### config.mk
export PLATFORM = sky130hd
export DESIGN_NAME = mux_sel_seq
export DESIGN_NICKNAME = d
export VERILOG_FILES = /design/src/rtl/mux_sel_pkg.sv /design/src/rtl/rr_pick.sv /design/src/rtl/mux_sel_seq.sv
export SDC_FILE = /design/constraint.sdc
export NUM_CORES = 1
export LEC_CHECK = 0
export ABC_CLOCK_PERIOD_IN_PS = 1500
export CORE_MARGIN = 10
export CORE_UTILIZATION = 51
export CTS_CLUSTER_DIAMETER = 40
export DETAILED_ROUTE_END_ITERATION = 6
export HOLD_SLACK_MARGIN = 0.08
export PLACE_DENSITY_LB_ADDON = 0.08
export SLEW_MARGIN = 20
export SYNTH_ARGS = -nofsm -noshare
export SYNTH_HDL_FRONTEND = slang
export SYNTH_HIERARCHICAL = 1
export SYNTH_SLANG_ARGS = --single-unit
### constraint.sdc
create_clock -name clk -period 1.5 [get_ports clk]
set_input_delay 0.3 -clock clk [delete_from_list [all_inputs] [get_ports clk]]
set_output_delay 0.3 -clock clk [all_outputs]
set_load 0.05 [all_outputs]
### src/rtl/mux_sel_pkg.sv
// Shared definitions for the round-robin select sequencer: FSM states, source
// indices and the source-to-{sl2,sl1} mapping for the two-stage 2:1 mux chain.
package mux_sel_pkg;

    typedef enum logic [1:0] {
        IDLE  = 2'd0,
        GRANT = 2'd1,
        GAP   = 2'd2
    } state_e;

    localparam logic [1:0] SRC_A = 2'd0;
    localparam logic [1:0] SRC_B = 2'd1;
    localparam logic [1:0] SRC_C = 2'd2;

    // {sl2, sl1}: sl1 picks a/b in the first stage, sl2 picks stage1/c in the second.
    function automatic logic [1:0] src_to_sel(input logic [1:0] src);
        logic [1:0] sel;
        case (src)
            SRC_B:   sel = 2'b01;
            SRC_C:   sel = 2'b10;
            default: sel = 2'b00;
        endcase
        return sel;
    endfunction

    function automatic logic [2:0] src_to_onehot(input logic [1:0] src);
        logic [2:0] oh;
        case (src)
            SRC_B:   oh = 3'b010;
            SRC_C:   oh = 3'b100;
            default: oh = 3'b001;
        endcase
        return oh;
    endfunction

    function automatic logic [1:0] next_src(input logic [1:0] src);
        return (src == SRC_C) ? SRC_A : src + 2'd1;
    endfunction

endpackage

### src/rtl/rr_pick.sv
// Combinational round-robin picker: searches the three sources starting just
// after i_last_src, wrapping c back to a.
module rr_pick (
    input  logic [2:0] i_req,
    input  logic [1:0] i_last_src,
    output logic [1:0] o_winner,
    output logic       o_valid
);
    import mux_sel_pkg::*;

    logic [1:0] w_idx;

    always_comb begin
        o_winner = SRC_A;
        o_valid  = 1'b0;
        w_idx    = next_src(i_last_src);
        for (int k = 0; k < 3; k++) begin
            if (!o_valid && i_req[w_idx]) begin
                o_winner = w_idx;
                o_valid  = 1'b1;
            end
            w_idx = next_src(w_idx);
        end
    end

endmodule

### src/rtl/mux_sel_seq.sv
// Round-robin grant sequencer driving the selects of a two-stage 2:1 mux chain.
// Grants last up to DWELL cycles and are always followed by a one-cycle gap.
module mux_sel_seq #(
    parameter int unsigned DWELL = 4
) (
    input  logic       clk,
    input  logic       rst,
    input  logic [2:0] req,
    output logic       sl1,
    output logic       sl2,
    output logic [2:0] gnt,
    output logic       busy
);
    import mux_sel_pkg::*;

    localparam int unsigned CntW = $clog2(DWELL + 1);

    if (DWELL == 0 || DWELL > 255) begin : g_bad_dwell
        $error("mux_sel_seq: DWELL must be in 1..255");
    end

    state_e          r_state, w_state_d;
    logic [CntW-1:0] r_cnt, w_cnt_d;
    logic [1:0]      r_last_src, w_last_src_d;
    logic [1:0]      r_cur_src, w_cur_src_d;
    logic [2:0]      r_gnt, w_gnt_d;
    logic [1:0]      r_sel, w_sel_d;

    logic [1:0]      w_winner;
    logic            w_valid;

    rr_pick u_rr_pick (
        .i_req      (req),
        .i_last_src (r_last_src),
        .o_winner   (w_winner),
        .o_valid    (w_valid)
    );

    always_comb begin
        w_state_d    = r_state;
        w_cnt_d      = r_cnt;
        w_last_src_d = r_last_src;
        w_cur_src_d  = r_cur_src;
        w_gnt_d      = r_gnt;
        w_sel_d      = r_sel;
        unique case (r_state)
            IDLE, GAP: begin
                // Selects are held unless a new grant starts.
                w_gnt_d = '0;
                if (w_valid) begin
                    w_state_d   = GRANT;
                    w_cur_src_d = w_winner;
                    w_gnt_d     = src_to_onehot(w_winner);
                    w_sel_d     = src_to_sel(w_winner);
                    w_cnt_d     = CntW'(1);
                end else begin
                    w_state_d = IDLE;
                end
            end
            GRANT: begin
                if (r_cnt == CntW'(DWELL) || !req[r_cur_src]) begin
                    w_state_d    = GAP;
                    w_gnt_d      = '0;
                    w_last_src_d = r_cur_src;
                    w_cnt_d      = '0;
                end else begin
                    w_cnt_d = r_cnt + CntW'(1);
                end
            end
            default: begin
                w_state_d = IDLE;
                w_gnt_d   = '0;
            end
        endcase
    end

    always_ff @(posedge clk) begin
        if (rst) begin
            r_state    <= IDLE;
            r_cnt      <= '0;
            r_last_src <= SRC_C;
            r_cur_src  <= SRC_A;
            r_gnt      <= '0;
            r_sel      <= '0;
        end else begin
            r_state    <= w_state_d;
            r_cnt      <= w_cnt_d;
            r_last_src <= w_last_src_d;
            r_cur_src  <= w_cur_src_d;
            r_gnt      <= w_gnt_d;
            r_sel      <= w_sel_d;
        end
    end

    assign gnt  = r_gnt;
    assign sl2  = r_sel[1];
    assign sl1  = r_sel[0];
    assign busy = (r_state != IDLE);

endmodule

# --- After elaboration in Yosys (flattened, before gate mapping) ---
# Index checks and enable logic that the tools add are counted.
word_totals:
  in_bits: 5
  elab_cells: 65
  ff_bits: 14
  output_inout_bits: 6
op_classes:
  n_eq_ne: 10
  mux: 28
  order_cmp: 4
  n_addsub: 4
  n_reduce_logical: 13
op_table:
  columns: ["cell", "n"]
  rows:
  - ["one-hot mux 3 bit (2 select lines)", 3]
  - ["two-way mux 2 bit", 7]
  - ["< comparator 2 x 3 -> 1 bit (second input constant)", 4]
  - ["two-way mux 3 bit", 4]
  - ["equality test 2 bit (second input constant)", 5]
  - ["binary-select mux 1 bit (select 2 bit)", 4]
  - ["two-way mux 1 bit", 8]
  - ["one-hot mux 2 bit (2 select lines)", 2]
  - ["adder 2 x 1 -> 2 bit (second input constant)", 3]
  - ["AND reduction 2 bit", 3]
  - ["equality test 2 x 1 -> 1 bit (second input constant)", 2]
  - ["nonzero test 2 bit", 2]
  - ["adder 3 x 1 -> 3 bit (second input constant)", 1]
  - ["equality test 3 bit (second input constant)", 1]
  - ["logical NOT 1 bit", 3]
  - ["logical AND 1 bit", 2]
  - ["logical NOT 2 bit", 1]
  - ["inequality test 2 x 1 -> 1 bit (second input constant)", 1]
  - ["inequality test 2 bit (second input constant)", 1]
  - ["OR reduction 2 bit", 1]
  - ["logical OR 1 bit", 1]

# --- Depth between registers and ports, before layout ---
# Gate-level depths: netlist of the first run.
logic_depth:
  depth_word: 15
  depth_mapped: 6
  ltp_nobuf: 6

# --- Modules after synthesis ---
# Netlist of the first run, hierarchy kept.
by_module_without_submodules:
  columns: ["mod", "seq_area_each_um2", "cells_per_inst", "n_inst", "area_per_inst_um2"]
  rows:
  - ["mux_sel_seq", 280.3, 82, 1, 725.7]
  - ["rr_pick", 0.0, 8, 1, 50.0]

# --- Least setup slack after synthesis of the first run ---
# Ideal clock, no wire load.
synth_timing:
  path_type: "reg2reg"
  from: "reg r_cur_src[0]"
  to: "reg r_last_src[1]"
  n_path_buf: 0
  setup_time_ns: 0.115
  synth_period_minus_slack_ns: 1.299
  required_time_ns: 1.385
  arrival_time_ns: 1.184
  path_slack_ns: 0.201
  path_stages_with_launch: 4
  path_cell_list: "dfxtp_1 -> or3_4 -> a311o_1 -> a31o_1"
synth_via:
  elab_chain_cells: 5
synth_rtl:
  columns: ["element", "line_no", "text"]
  rows:
  - ["start: declaration", "mux_sel_seq.sv:25", "logic [1:0] r_cur_src, w_cur_src_d;"]
  - ["start signal: assignment", "mux_sel_seq.sv:89", "r_cur_src <= w_cur_src_d;"]
  - ["binary-select mux 1 bit (select 2 bit)", "mux_sel_seq.sv:61", "if (r_cnt == CntW'(DWELL) || !req[r_cur_src]) begin"]
  - ["two-way mux 1 bit (not written as such)", "mux_sel_seq.sv:61", null]
  - ["logical NOT 1 bit", "mux_sel_seq.sv:61", null]
  - ["logical OR 1 bit", "mux_sel_seq.sv:61", null]
  - ["AND reduction 2 bit (no line)", null, null]
  - ["end signal: assignment", "mux_sel_seq.sv:88", "r_last_src <= w_last_src_d;"]
  - ["end: declaration", "mux_sel_seq.sv:24", "logic [1:0] r_last_src, w_last_src_d;"]
# Every way passes these cells. The select of a mux whose other input is x is not followed.
# A chain may end at the register's enable or synchronous reset.

# --- Worst setup path in the final report of the first run ---
layout_timing:
  from: "reg r_state[1]"
  to: "out busy"
layout_via:
  elab_chain_cells: 1
layout_rtl:
  columns: ["element", "line_no", "text"]
  rows:
  - ["start: declaration", "mux_sel_seq.sv:22", "state_e r_state, w_state_d;"]
  - ["start signal: assignment", "mux_sel_seq.sv:86", "r_state <= w_state_d;"]
  - ["nonzero test 2 bit", "mux_sel_seq.sv:98", "assign busy = (r_state != IDLE);"]
  - ["end: declaration", "mux_sel_seq.sv:12", "output logic busy"]
# Every way passes these cells.

==> metrics.txt, run 1 <==
status=finished, final reports clean; most common cell after layout, fill and taps aside=dfxtp_1; Worst-Margin Slew=0.2559 ns; leak pwr=0.4280 nW; drt total wl=2.067 mm; most frequent cells in the layout=dfxtp_1, nand2_1, nand2b_1, buf_4, buf_12; Peak VDD IR=0.6957 mV; RSZ-0062 raised after global routing=false; clock root buffer=clkbuf_4; met2 Usage GRT=0.2072; final setup vio count=0; Worst setup EP type=output pin; synthesis-to-finish area growth=39.03%; Port Buffers=10; detailed-route DRC error count=0; max-slew violation count=0; Setup Slack @ Placement=-0.3448 ns; number of I/O pins=11; vias in the first global route=721; Starting Density=0.5272; first-pass GRT wire length=3.291 mm; initial antenna violation count=0; Die Wd=59 um; flops & latches, synth=14; total gr overflow=0; setup TNS=0 ns; utilization after layout=0.7330; synth warn=6; Unique masters post-synth=32; Global Route Usage Sum=0.1206; design area=1079 sq um; Placed Area=999.7 sq um; met3 Usage GRT=0.03648; post-layout minimum cycle time=1.446 ns; Clock Skew=0.003637 ns; nets=118; antenna cells=0; antenna-violating nets left=0; CTS Buf Count=3; reg-to-reg setup timing slack=0.10 ns; total die area=3481 sq um; synthesized instance count=90; CTS tree=yes; Slew headroom=0.8271; fmax=691.8 MHz; GP Congestion=0.7629; syn nets=99; Post-Syn Area=775.7 sq um; Overall Power=1.094 mW; final hold viol count=0; DRT Pass-1 Iters=4; CTS max path bufs=2; worst setup path class=reg -> out; post-synthesis sequential area ratio=0.3613; H-Tree Depth=1; Worst Setup Slack, final=0.05446 ns; routed len/inst=16.67 um; Data arrival, critical path=1.15 ns; critical path fanouts, max=6; max_cap viols=0; grt met1 use=0.1339; Avg Vias per Cell=5.895; Core Region=1471 sq um; share of cells above drive strength 1=0.2870; Worst-path clk slew=0.09 ns; # clock sinks=14; PD cells=1014 nW/um^2; Die Y=59 um; crit share post-route=0.9637; FP Rows=14; via count=731; Worst Setup Start Kind=flop; syn_area_per_cell=8.619 sq um; HPWL after DPL=1.487 mm; grt peak-use layer=met2; largest net degree at the start of global routing=14; worst min path class=reg -> reg; required time worst endpoint=1.20 ns; clock latency on the worst-skew pair=0.29 ns; Starting DRT DRC Count=10
## cell families (layout without fill, tap and decap cells)
logic type | Yosys count | after routing | synth area share
adder cells (fa/ha/maj) | 4 | 4 | 0.06452
buffers and inverters | 9 | 27 | 0.04516
flip-flops | 14 | 14 | 0.3613
AND/OR/NAND/NOR | 43 | 43 | 0.3387
AO/OA/AOI/OAI | 20 | 20 | 0.1903
## layer usage
layer	wire length [um]	vias up
met1	874	350
met4	37	0
met3	100	5
li1	-	363
met2	1054	13
met5	0	-
## repair_timing
item	4_1_cts	5_1_grt
pin swaps	1	0
setup buffers	0	0
hold buffers	0	0
resized for setup	7	6
endpoints found under the setup margin	4	6
## state kept, by name, indices dropped and copies added (netlist names)
register and cells:
gnt 3, r_last_src 2, r_sel 2, r_state 2, r_cnt 3, r_cur_src 2
## path summary, 6_finish.rpt
kind,from,endpoint,cells past startpoint
hold reg to reg,r_sel[1]$_SDFFE_PP0P_,r_sel[1]$_SDFFE_PP0P_,2
hold / removal,r_sel[1]$_SDFFE_PP0P_,r_sel[1]$_SDFFE_PP0P_,2
setup / recovery,r_state[1]$_SDFFE_PP0P_,busy,2
setup reg to reg,r_cnt[0]$_SDFFE_PP0P_,gnt[0]$_SDFFE_PP0P_,6
## area by class of cell
cell class | count | area [sq um]
Tap cell | 16 | 20.02
Inverter | 5 | 18.77
Multi-Input combinational cell | 67 | 498.0
Clock buffer | 4 | 36.28
Fill cell | 110 | 392.9
Sequential cell | 14 | 281.5
Timing Repair Buffer | 18 | 224.0
## worst max-delay path, stage by stage, from the launching register on
cell     delay [ns]
dfxtp_1        0.37
or2_2          0.34
buf_12         0.15
## report_power, final
group          internal [mW]  switching, mW
combinational          0.176          0.186
clock                  0.148          0.133
sequential             0.405         0.0457
## metrics by stage
step / std cells / hold WS, ns
3_5_place_dp: 120 / 0.4913
5_1_grt: 124 / 0.5220
4_1_cts: 124 / 0.5038
2_1_floorplan: 90 / 0.4858
6_report: 124 / 0.5034
3_3_place_gp: 120 / 0.4842
## cells in the mapped netlist
library cell	instances	area share
and3b_2	1	0.013
or3_4	1	0.015
nor4bb_1	1	0.013
clkbuf_1	3	0.015
a311o_1	1	0.013
or2_2	1	0.0081
o2bb2ai_1	1	0.011
o21ai_0	1	0.0064
and4_2	1	0.013
nor3b_1	3	0.029
nor2b_1	3	0.024
nand4_1	1	0.0081
a31o_1	1	0.011
dfxtp_1	14	0.36
and2b_2	1	0.011
nor2_1	5	0.024
ha_1	4	0.065
and2_1	1	0.0081
inv_1	5	0.024
a211oi_1	3	0.029
o21bai_1	1	0.0097
nand3b_1	5	0.048
a22o_1	1	0.011
o32ai_1	1	0.011
o2111ai_2	1	0.019
buf_2	1	0.0064
o22ai_1	4	0.032
a21oi_1	4	0.026
nand2_1	9	0.044
or3_1	3	0.024
a21o_1	1	0.0097
nand2b_1	7	0.056
(Power assumes the default switching activity.)
==> run 2, diff against run 1 <==
- CORE_UTILIZATION: 51 -> 50
- SYNTH_HIERARCHICAL: 1 -> not set
==> metrics.txt, run 2 <==
status=finished, final reports clean (unchanged); synth warn=0 (was 6); share of the synthesized area in the top cell type=0.4036 (was 0.3613); total gr overflow=0 (unchanged); Starting Density=0.5337 (was 0.5272); nets=122 (was 118); share of cells above drive strength 1=0.3125 (was 0.2870); fmax=677.5 MHz (was 691.8 MHz); worst min path class=reg -> reg (unchanged); adder-cell share of the synthesized area=0.07207 (was 0.06452); Most used DFF post-synth=dfxtp_1 (unchanged); Placed Area=947.2 sq um (was 999.7 sq um); combinational power share=0.270 (was 0.331); post-layout minimum cycle time=1.476 ns (was 1.446 ns); Clock Skew=0.001419 ns (was 0.003637 ns); GP Congestion=0.7874 (was 0.7629); Data arrival, critical path=1.65 ns (was 1.15 ns); Post-synth EDFFs=0 (unchanged); Post-Syn Area=694.4 sq um (was 775.7 sq um); setup TNS=0 ns (unchanged); CTS max path bufs=2 (unchanged); syn nets=96 (was 99); CP Buf/Inv Count=2 (was 1); Hold Path Depth=2 (unchanged); # fillers=89 (was 110); asr flop ratio synth=0 (unchanged); DRT Pass-1 Iters=4 (unchanged); PD cells=928.4 nW/um^2 (was 1014 nW/um^2); critical path fanouts, max=6 (unchanged); Die Wd=57.27 um (was 59 um); Worst-path clk slew=0.09 ns (about the same); utilization after layout=0.7990 (was 0.7330); Avg Vias per Cell=5.843 (was 5.895); most frequent cells after synthesis=dfxtp_1, a21oi_1, nand2_1, nor2_1, inv_1 (was dfxtp_1, nand2_1, nand2b_1); Int Power=664.4 uW (was 729.6 uW); Die Y=57.27 um (was 59 um); synthesis-to-finish area growth=49.73% (was 39.03%); final setup vio count=0 (unchanged); initial antenna violation count=0 (unchanged); drt total wl=2.019 mm (was 2.067 mm); met3 Usage GRT=0.03097 (was 0.03648); CTS tree=yes (unchanged); clock root buffer=clkbuf_4 (unchanged); H-Tree Depth=1 (unchanged); post-synthesis mux area share=0 (unchanged); Worst setup EP type=flop (was output pin); register cell area after layout=285.3 sq um (was 281.5 sq um); CP max stage cell=clkdlybuf4s50_1 (was dfxtp_1); max_cap viols=0 (unchanged); WHS=0.5002 ns (was 0.5034 ns); antenna-violating nets left=0 (unchanged); FP Rows=13 (was 14); leak pwr=0.4496 nW (was 0.4280 nW); top-count cell post-synth=dfxtp_1 (unchanged); Peak VDD IR=0.6377 mV (was 0.6957 mV); Worst path max stage delay=0.48 ns (was 0.37 ns); final hold viol count=0 (unchanged); first-pass GRT wire length=3.222 mm (was 3.291 mm); Multi-input gate area=425.4 sq um (was 498.0 sq um); via count=742 (was 731); # clock sinks=14 (unchanged); min-delay src=r_sel[0]$_SDFFE_PP0P_ (was r_sel[1]$_SDFFE_PP0P_); most common cell after layout, fill and taps aside=buf_4 (was dfxtp_1); grt met1 use=0.1335 (was 0.1339); Worst Setup Start Kind=input port (was flop); post-synthesis sequential area ratio=0.4036 (was 0.3613); Port Buffers=10 (unchanged); HPWL after DPL=1.382 mm (was 1.487 mm); RSZ-0062 raised after global routing=true (was false); sw frac=0.3118 (was 0.3330); setup bufs post-CTS=0 (unchanged); total die area=3279 sq um (was 3481 sq um); design area=1040 sq um (was 1079 sq um); max-slew violation count=0 (unchanged); r2r endpoint=r_last_src[1]$_SDFFE_PP1P_ (was gnt[0]$_SDFFE_PP0P_); clock share of power=0.290 (was 0.257); clock latency on the worst-skew pair=0.28 ns (was 0.29 ns); largest family of logic cells by synthesized area=simple AND/OR/NAND/NOR gates (unchanged); Starting DRT DRC Count=26 (was 10); CTS Buf Count=3 (unchanged); largest net degree at the start of global routing=9 (was 14); flops & latches, synth=14 (unchanged); routed len/inst=15.90 um (was 16.67 um); vias in the first global route=737 (was 721); Synth Area in Simple Gates=0.2577 (was 0.3387); crit path cell chain=clkdlybuf4s50_1 -> buf_4 -> nand2b_4 -> and4_4 -> nor2_1 -> a221o_1 (was or2_2 -> buf_12); required time worst endpoint=1.68 ns (was 1.20 ns); Worst Reg2Reg Path Length in Cells=6 (unchanged); Synth Area in XOR/XNOR=0 (unchanged); number of I/O pins=11 (unchanged); Overall Power=965.4 uW (was 1.094 mW); Net Sw Power=301.0 uW (was 364.3 uW); syn_area_per_cell=7.982 sq um (was 8.619 sq um); grt peak-use layer=met2 (unchanged); reg-to-reg startpoint=r_cnt[0]$_SDFFE_PP0P_ (unchanged); most frequent cells in the layout=buf_4, a21oi_1, dfxtp_1, nand2_1, nor2_1 (was dfxtp_1, nand2_1, nand2b_1, buf_4, buf_12); Worst-Margin Slew=0.3297 ns (was 0.2559 ns); Largest delay share family, worst path=buffers and inverters (was flip-flops); leading area contributor after synthesis=dfxtp_1 (unchanged); Slew headroom=0.7795 (was 0.8271); Core Region=1301 sq um (was 1471 sq um); detailed-route DRC error count=0 (unchanged); synthesized instance count=87 (was 90); worst setup path class=in -> reg (was reg -> out); Global Route Usage Sum=0.1212 (was 0.1206); antenna cells=0 (unchanged); hold endpoint=r_sel[0]$_SDFFE_PP0P_ (was r_sel[1]$_SDFFE_PP0P_); Unique masters post-synth=28 (was 32); Area contributors post-synth=dfxtp_1, a21oi_1, ha_1, nand2_1, nor2_1 (was dfxtp_1, ha_1, nand2b_1, nand3b_1, nand2_1); sequential share of power=0.440 (was 0.412); reg-to-reg setup timing slack=0.06 ns (was 0.10 ns); Compound-Gate Fraction of Synth Area=0.2180 (was 0.1903); met2 Usage GRT=0.2047 (was 0.2072); crit share post-route=0.9841 (was 0.9637)
==> run 2: changes by cell type after synthesis, moves of 3 or more <==
cell,before,now
or3_1,3,0
o22ai_1,4,0
nor2_1,5,9
a21oi_1,4,12
nand2b_1,7,3
nand3b_1,5,0
nor3b_1,3,0
nor3_1,0,3
==> run 2: repair_timing <==
item                                    in CTS  in global routing
endpoints found under the setup margin       6                 12
resized for setup                            3                 14
pin swaps                                    0                  1
hold buffers                                 0                  0
==> run 2: final cells by class <==
class                      count  area share
multi-input combinational     65      0.4091
clock buffer                   4     0.03490
sequential                    14      0.2744
inverter                       6     0.02166
tap                           15     0.01805
timing repair buffer          23      0.2419
==> run 2: through the flow <==
| stage | setup WS, ns | instances |
|---|---|---|
| after detailed placement | -0.3516 | 123 |
| after global placement | -0.2912 | 123 |
| after global routing | -0.03004 | 127 |
| final | 0.02391 | 127 |
| after CTS | 0.008382 | 127 |
| after floorplan | 0.1364 | 87 |
==> run 2: worst max path at each step <==
| stage | slack (ns) | startpoint | endpoint | cells after the start |
|---|---|---|---|---|
| final | 0.02 | req[2] | r_last_src[1]$_SDFFE_PP1P_ | 6 |
| after detailed placement | -0.35 | req[0] | gnt[0]$_SDFFE_PP0P_ | 7 |
| after floorplan | 0.14 | r_cnt[0]$_SDFFE_PP0P_ | r_last_src[1]$_SDFFE_PP1P_ | 7 |
| after global routing | -0.03 | req[1] | r_cnt[0]$_SDFFE_PP0P_ | 6 |
| after global placement | -0.29 | req[0] | gnt[0]$_SDFFE_PP0P_ | 7 |
| after CTS | 0.008 | r_state[0]$_SDFFE_PP0P_ | busy | 2 |
==> run 2: worst register-to-register path: stages (launching register included) <==
cell and delay [ns]:
dfxtp_1 0.36, inv_1 0.07, ha_1 0.19, nand2_1 0.10
and4_4 0.28, nor2_1 0.05, a221o_1 0.29
==> run 2: power groups by stage <==
stage                     Sequential [mW]  Combinational [mW]  Clock (mW)
final                               0.425               0.261       0.280
after global routing                0.427               0.281       0.301
after CTS                           0.421               0.242       0.286
after global placement              0.427               0.233           0
after detailed placement            0.429               0.237           0
after floorplan                     0.447               0.103           0
==> run 2: cell families (layout without fill, tap and decap cells) <==
family | after synthesis | after routing
AOI/OAI and AO/OA | 25 | 25
DFF | 14 | 14
buffers and inverters | 8 | 33
and+or+nand+nor | 36 | 36
adders and majority gates | 4 | 4
==> run 2: metal layers <==
layer	vias up	routed length, um
met5	-	0
met3	6	131
li1	358	-
met4	0	50
met1	350	825
met2	28	1012
==> run 3, diff against run 2 <==
- ABC_CLOCK_PERIOD_IN_PS: 1500 -> 1800
- CORE_AREA: not set -> 10 10 47 49
- CORE_MARGIN: 10 -> not set
- CORE_UTILIZATION: 50 -> not set
- CTS_CLUSTER_DIAMETER: 40 -> not set
- DIE_AREA: not set -> 0 0 57 59
- PLACE_DENSITY: not set -> 0.79
- PLACE_DENSITY_LB_ADDON: 0.08 -> not set
- clock period: 1.5 -> 1.8 ns (I/O delays scaled with it)
==> metrics.txt, run 3 (synthesis gave the netlist of run 2 again) <==
status=finished, final reports clean (unchanged); share of cells above drive strength 1=0.1869 (was 0.3125); r2r endpoint=r_cnt[2]$_SDFFE_PP0P_ (was r_last_src[1]$_SDFFE_PP1P_); HPWL after DPL=1.319 mm (was 1.382 mm); Slew headroom=0.7370 (was 0.7795); number of I/O pins=11 (unchanged); crit share post-route=0.8953; Worst-path clk slew=0.08 ns (was 0.09 ns); min-delay src=r_sel[0]$_SDFFE_PP0P_ (unchanged); routed len/inst=13.50 um (was 15.90 um); antenna-violating nets left=0 (unchanged); H-Tree Depth=1 (unchanged); clock latency on the worst-skew pair=0.28 ns (about the same); nets=117 (was 122); final setup vio count=0 (unchanged); drt total wl=1.661 mm (was 2.019 mm); max-slew violation count=0 (unchanged); Hold Path Depth=2 (unchanged); clock root buffer=clkbuf_4 (unchanged); Starting DRT DRC Count=11 (was 26); reg-to-reg startpoint=r_cnt[0]$_SDFFE_PP0P_ (unchanged); GP Congestion=0.8232 (was 0.7874); initial antenna violation count=0 (unchanged); total die area=3363 sq um (was 3279 sq um); required time worst endpoint=2.01 ns (was 1.68 ns); Placed Area=848.3 sq um (was 947.2 sq um); Die Y=59 um (was 57.27 um); vias in the first global route=638 (was 737); hold endpoint=r_sel[0]$_SDFFE_PP0P_ (unchanged); Worst Reg2Reg Path Length in Cells=7 (was 6); CTS Buf Count=3 (unchanged); via count=686 (was 742); Clock Skew=0.0006474 ns (was 0.001419 ns); final hold viol count=0 (unchanged); worst min path class=reg -> reg (unchanged); setup bufs post-CTS=0 (unchanged); cts-stage hold buffer count=0 (unchanged); Core Region=1401 sq um (was 1301 sq um); fmax=620.5 MHz; reg-to-reg setup timing slack=0.36 ns (was 0.06 ns); total gr overflow=0 (unchanged); Worst setup EP type=flop (unchanged); PD cells=838.4 nW/um^2 (was 928.4 nW/um^2); Avg Vias per Cell=5.577 (was 5.843); WHS=0.4671 ns (was 0.5002 ns); worst setup path class=in -> reg (unchanged); CTS tree=yes (unchanged); leak pwr=0.3821 nW (was 0.4496 nW); largest net degree at the start of global routing=9 (unchanged); # resized after CTS=0 (was 3); max_cap viols=0 (unchanged); Data arrival, critical path=1.82 ns (was 1.65 ns); # clock sinks=14 (unchanged); most frequent cells in the layout=dfxtp_1, buf_4, a21oi_1, nor2_1, nand2_1 (was buf_4, a21oi_1, dfxtp_1, nand2_1, nor2_1); Overall Power=741.7 uW (was 965.4 uW); Port Buffers=10 (unchanged); Peak VDD IR=0.4568 mV (was 0.6377 mV); Global Route Usage Sum=0.09787 (was 0.1212); detailed-route DRC error count=0 (unchanged); DRT Pass-1 Iters=4 (unchanged); Worst-Margin Slew=0.3909 ns (was 0.3297 ns); RSZ-0062 raised after global routing=false (was true); FP Rows=14 (was 13); design area=884.6 sq um (was 1040 sq um); synthesis-to-finish area growth=27.39% (was 49.73%); Die Wd=57 um (was 57.27 um); CTS max path bufs=2 (unchanged); first-pass GRT wire length=2.753 mm (was 3.222 mm); Starting Density=0.4955 (was 0.5337); critical path fanouts, max=7 (was 6); post-layout minimum cycle time=1.611 ns; Worst Setup Start Kind=input port (unchanged); antenna cells=0 (unchanged)
==> run 3: cell count changes in the layout (fill, tap and decap cells not counted), sizes merged <==
| cell | previous run | this run |
|---|---|---|
| dlymetal6s2s | 1 | 0 |
| buf | 19 | 14 |
| clkdlybuf4s50 | 3 | 4 |
==> run 3: report_power, final <==
group	internal [mW]	total (mW)	switching (mW)
sequential	0.329	0.348	0.0190
clock	0.123	0.224	0.101
combinational	0.0675	0.170	0.102
==> run 3: cell type report <==
| class | instances | area, sq um |
|---|---|---|
| multi-input cells | 65 | 380.4 |
| clock buffers | 4 | 36.28 |
| fillers | 135 | 516.7 |
| well taps | 16 | 20.02 |
| repair buffers | 18 | 145.1 |
| flip-flops and latches | 14 | 280.3 |
| inverters | 6 | 22.52 |
==> run 3: stage by stage <==
step                cells  TNS [ns]  utilization  setup slack, ns
floorplan              87         0            -           0.4364
global placement      119  -0.09762       0.6054         -0.03785
detailed placement    119   -0.2675       0.6054         -0.08635
CTS                   123         0       0.6313           0.1916
global route          123         0       0.6313          0.08747
finish                123         0       0.6313           0.1885
==> run 3: critical path, cell delays in order <==
cell and delay (ns):
clkdlybuf4s50_1 0.54, buf_4 0.16, nor3_1 0.05, buf_4 0.14, nor2_2 0.26, nand4b_1 0.14, a31oi_1 0.17
==> run 3: worst max-delay path by stage <==
stage                                startpoint                    endpoint  slack [ns]
after floorplan           r_cnt[0]$_SDFFE_PP0P_  r_last_src[1]$_SDFFE_PP1P_        0.44
after global placement                   req[0]       r_cnt[2]$_SDFFE_PP0P_       -0.04
after detailed placement                 req[0]       r_cnt[2]$_SDFFE_PP0P_       -0.09
after CTS                                req[1]       r_cnt[0]$_SDFFE_PP0P_        0.19
after global routing                     req[1]         gnt[0]$_SDFFE_PP0P_        0.09
final                                    req[0]       r_cnt[2]$_SDFFE_PP0P_        0.19
==> run 3: routing by layer <==
layer / GRT usage / up-vias / wire length [um]
met5: 0 / - / 0
met4: 0.03691 / 0 / 17
met3: 0.02575 / 4 / 63
li1: - / 347 / -
met2: 0.1690 / 13 / 789
met1: 0.1125 / 322 / 790
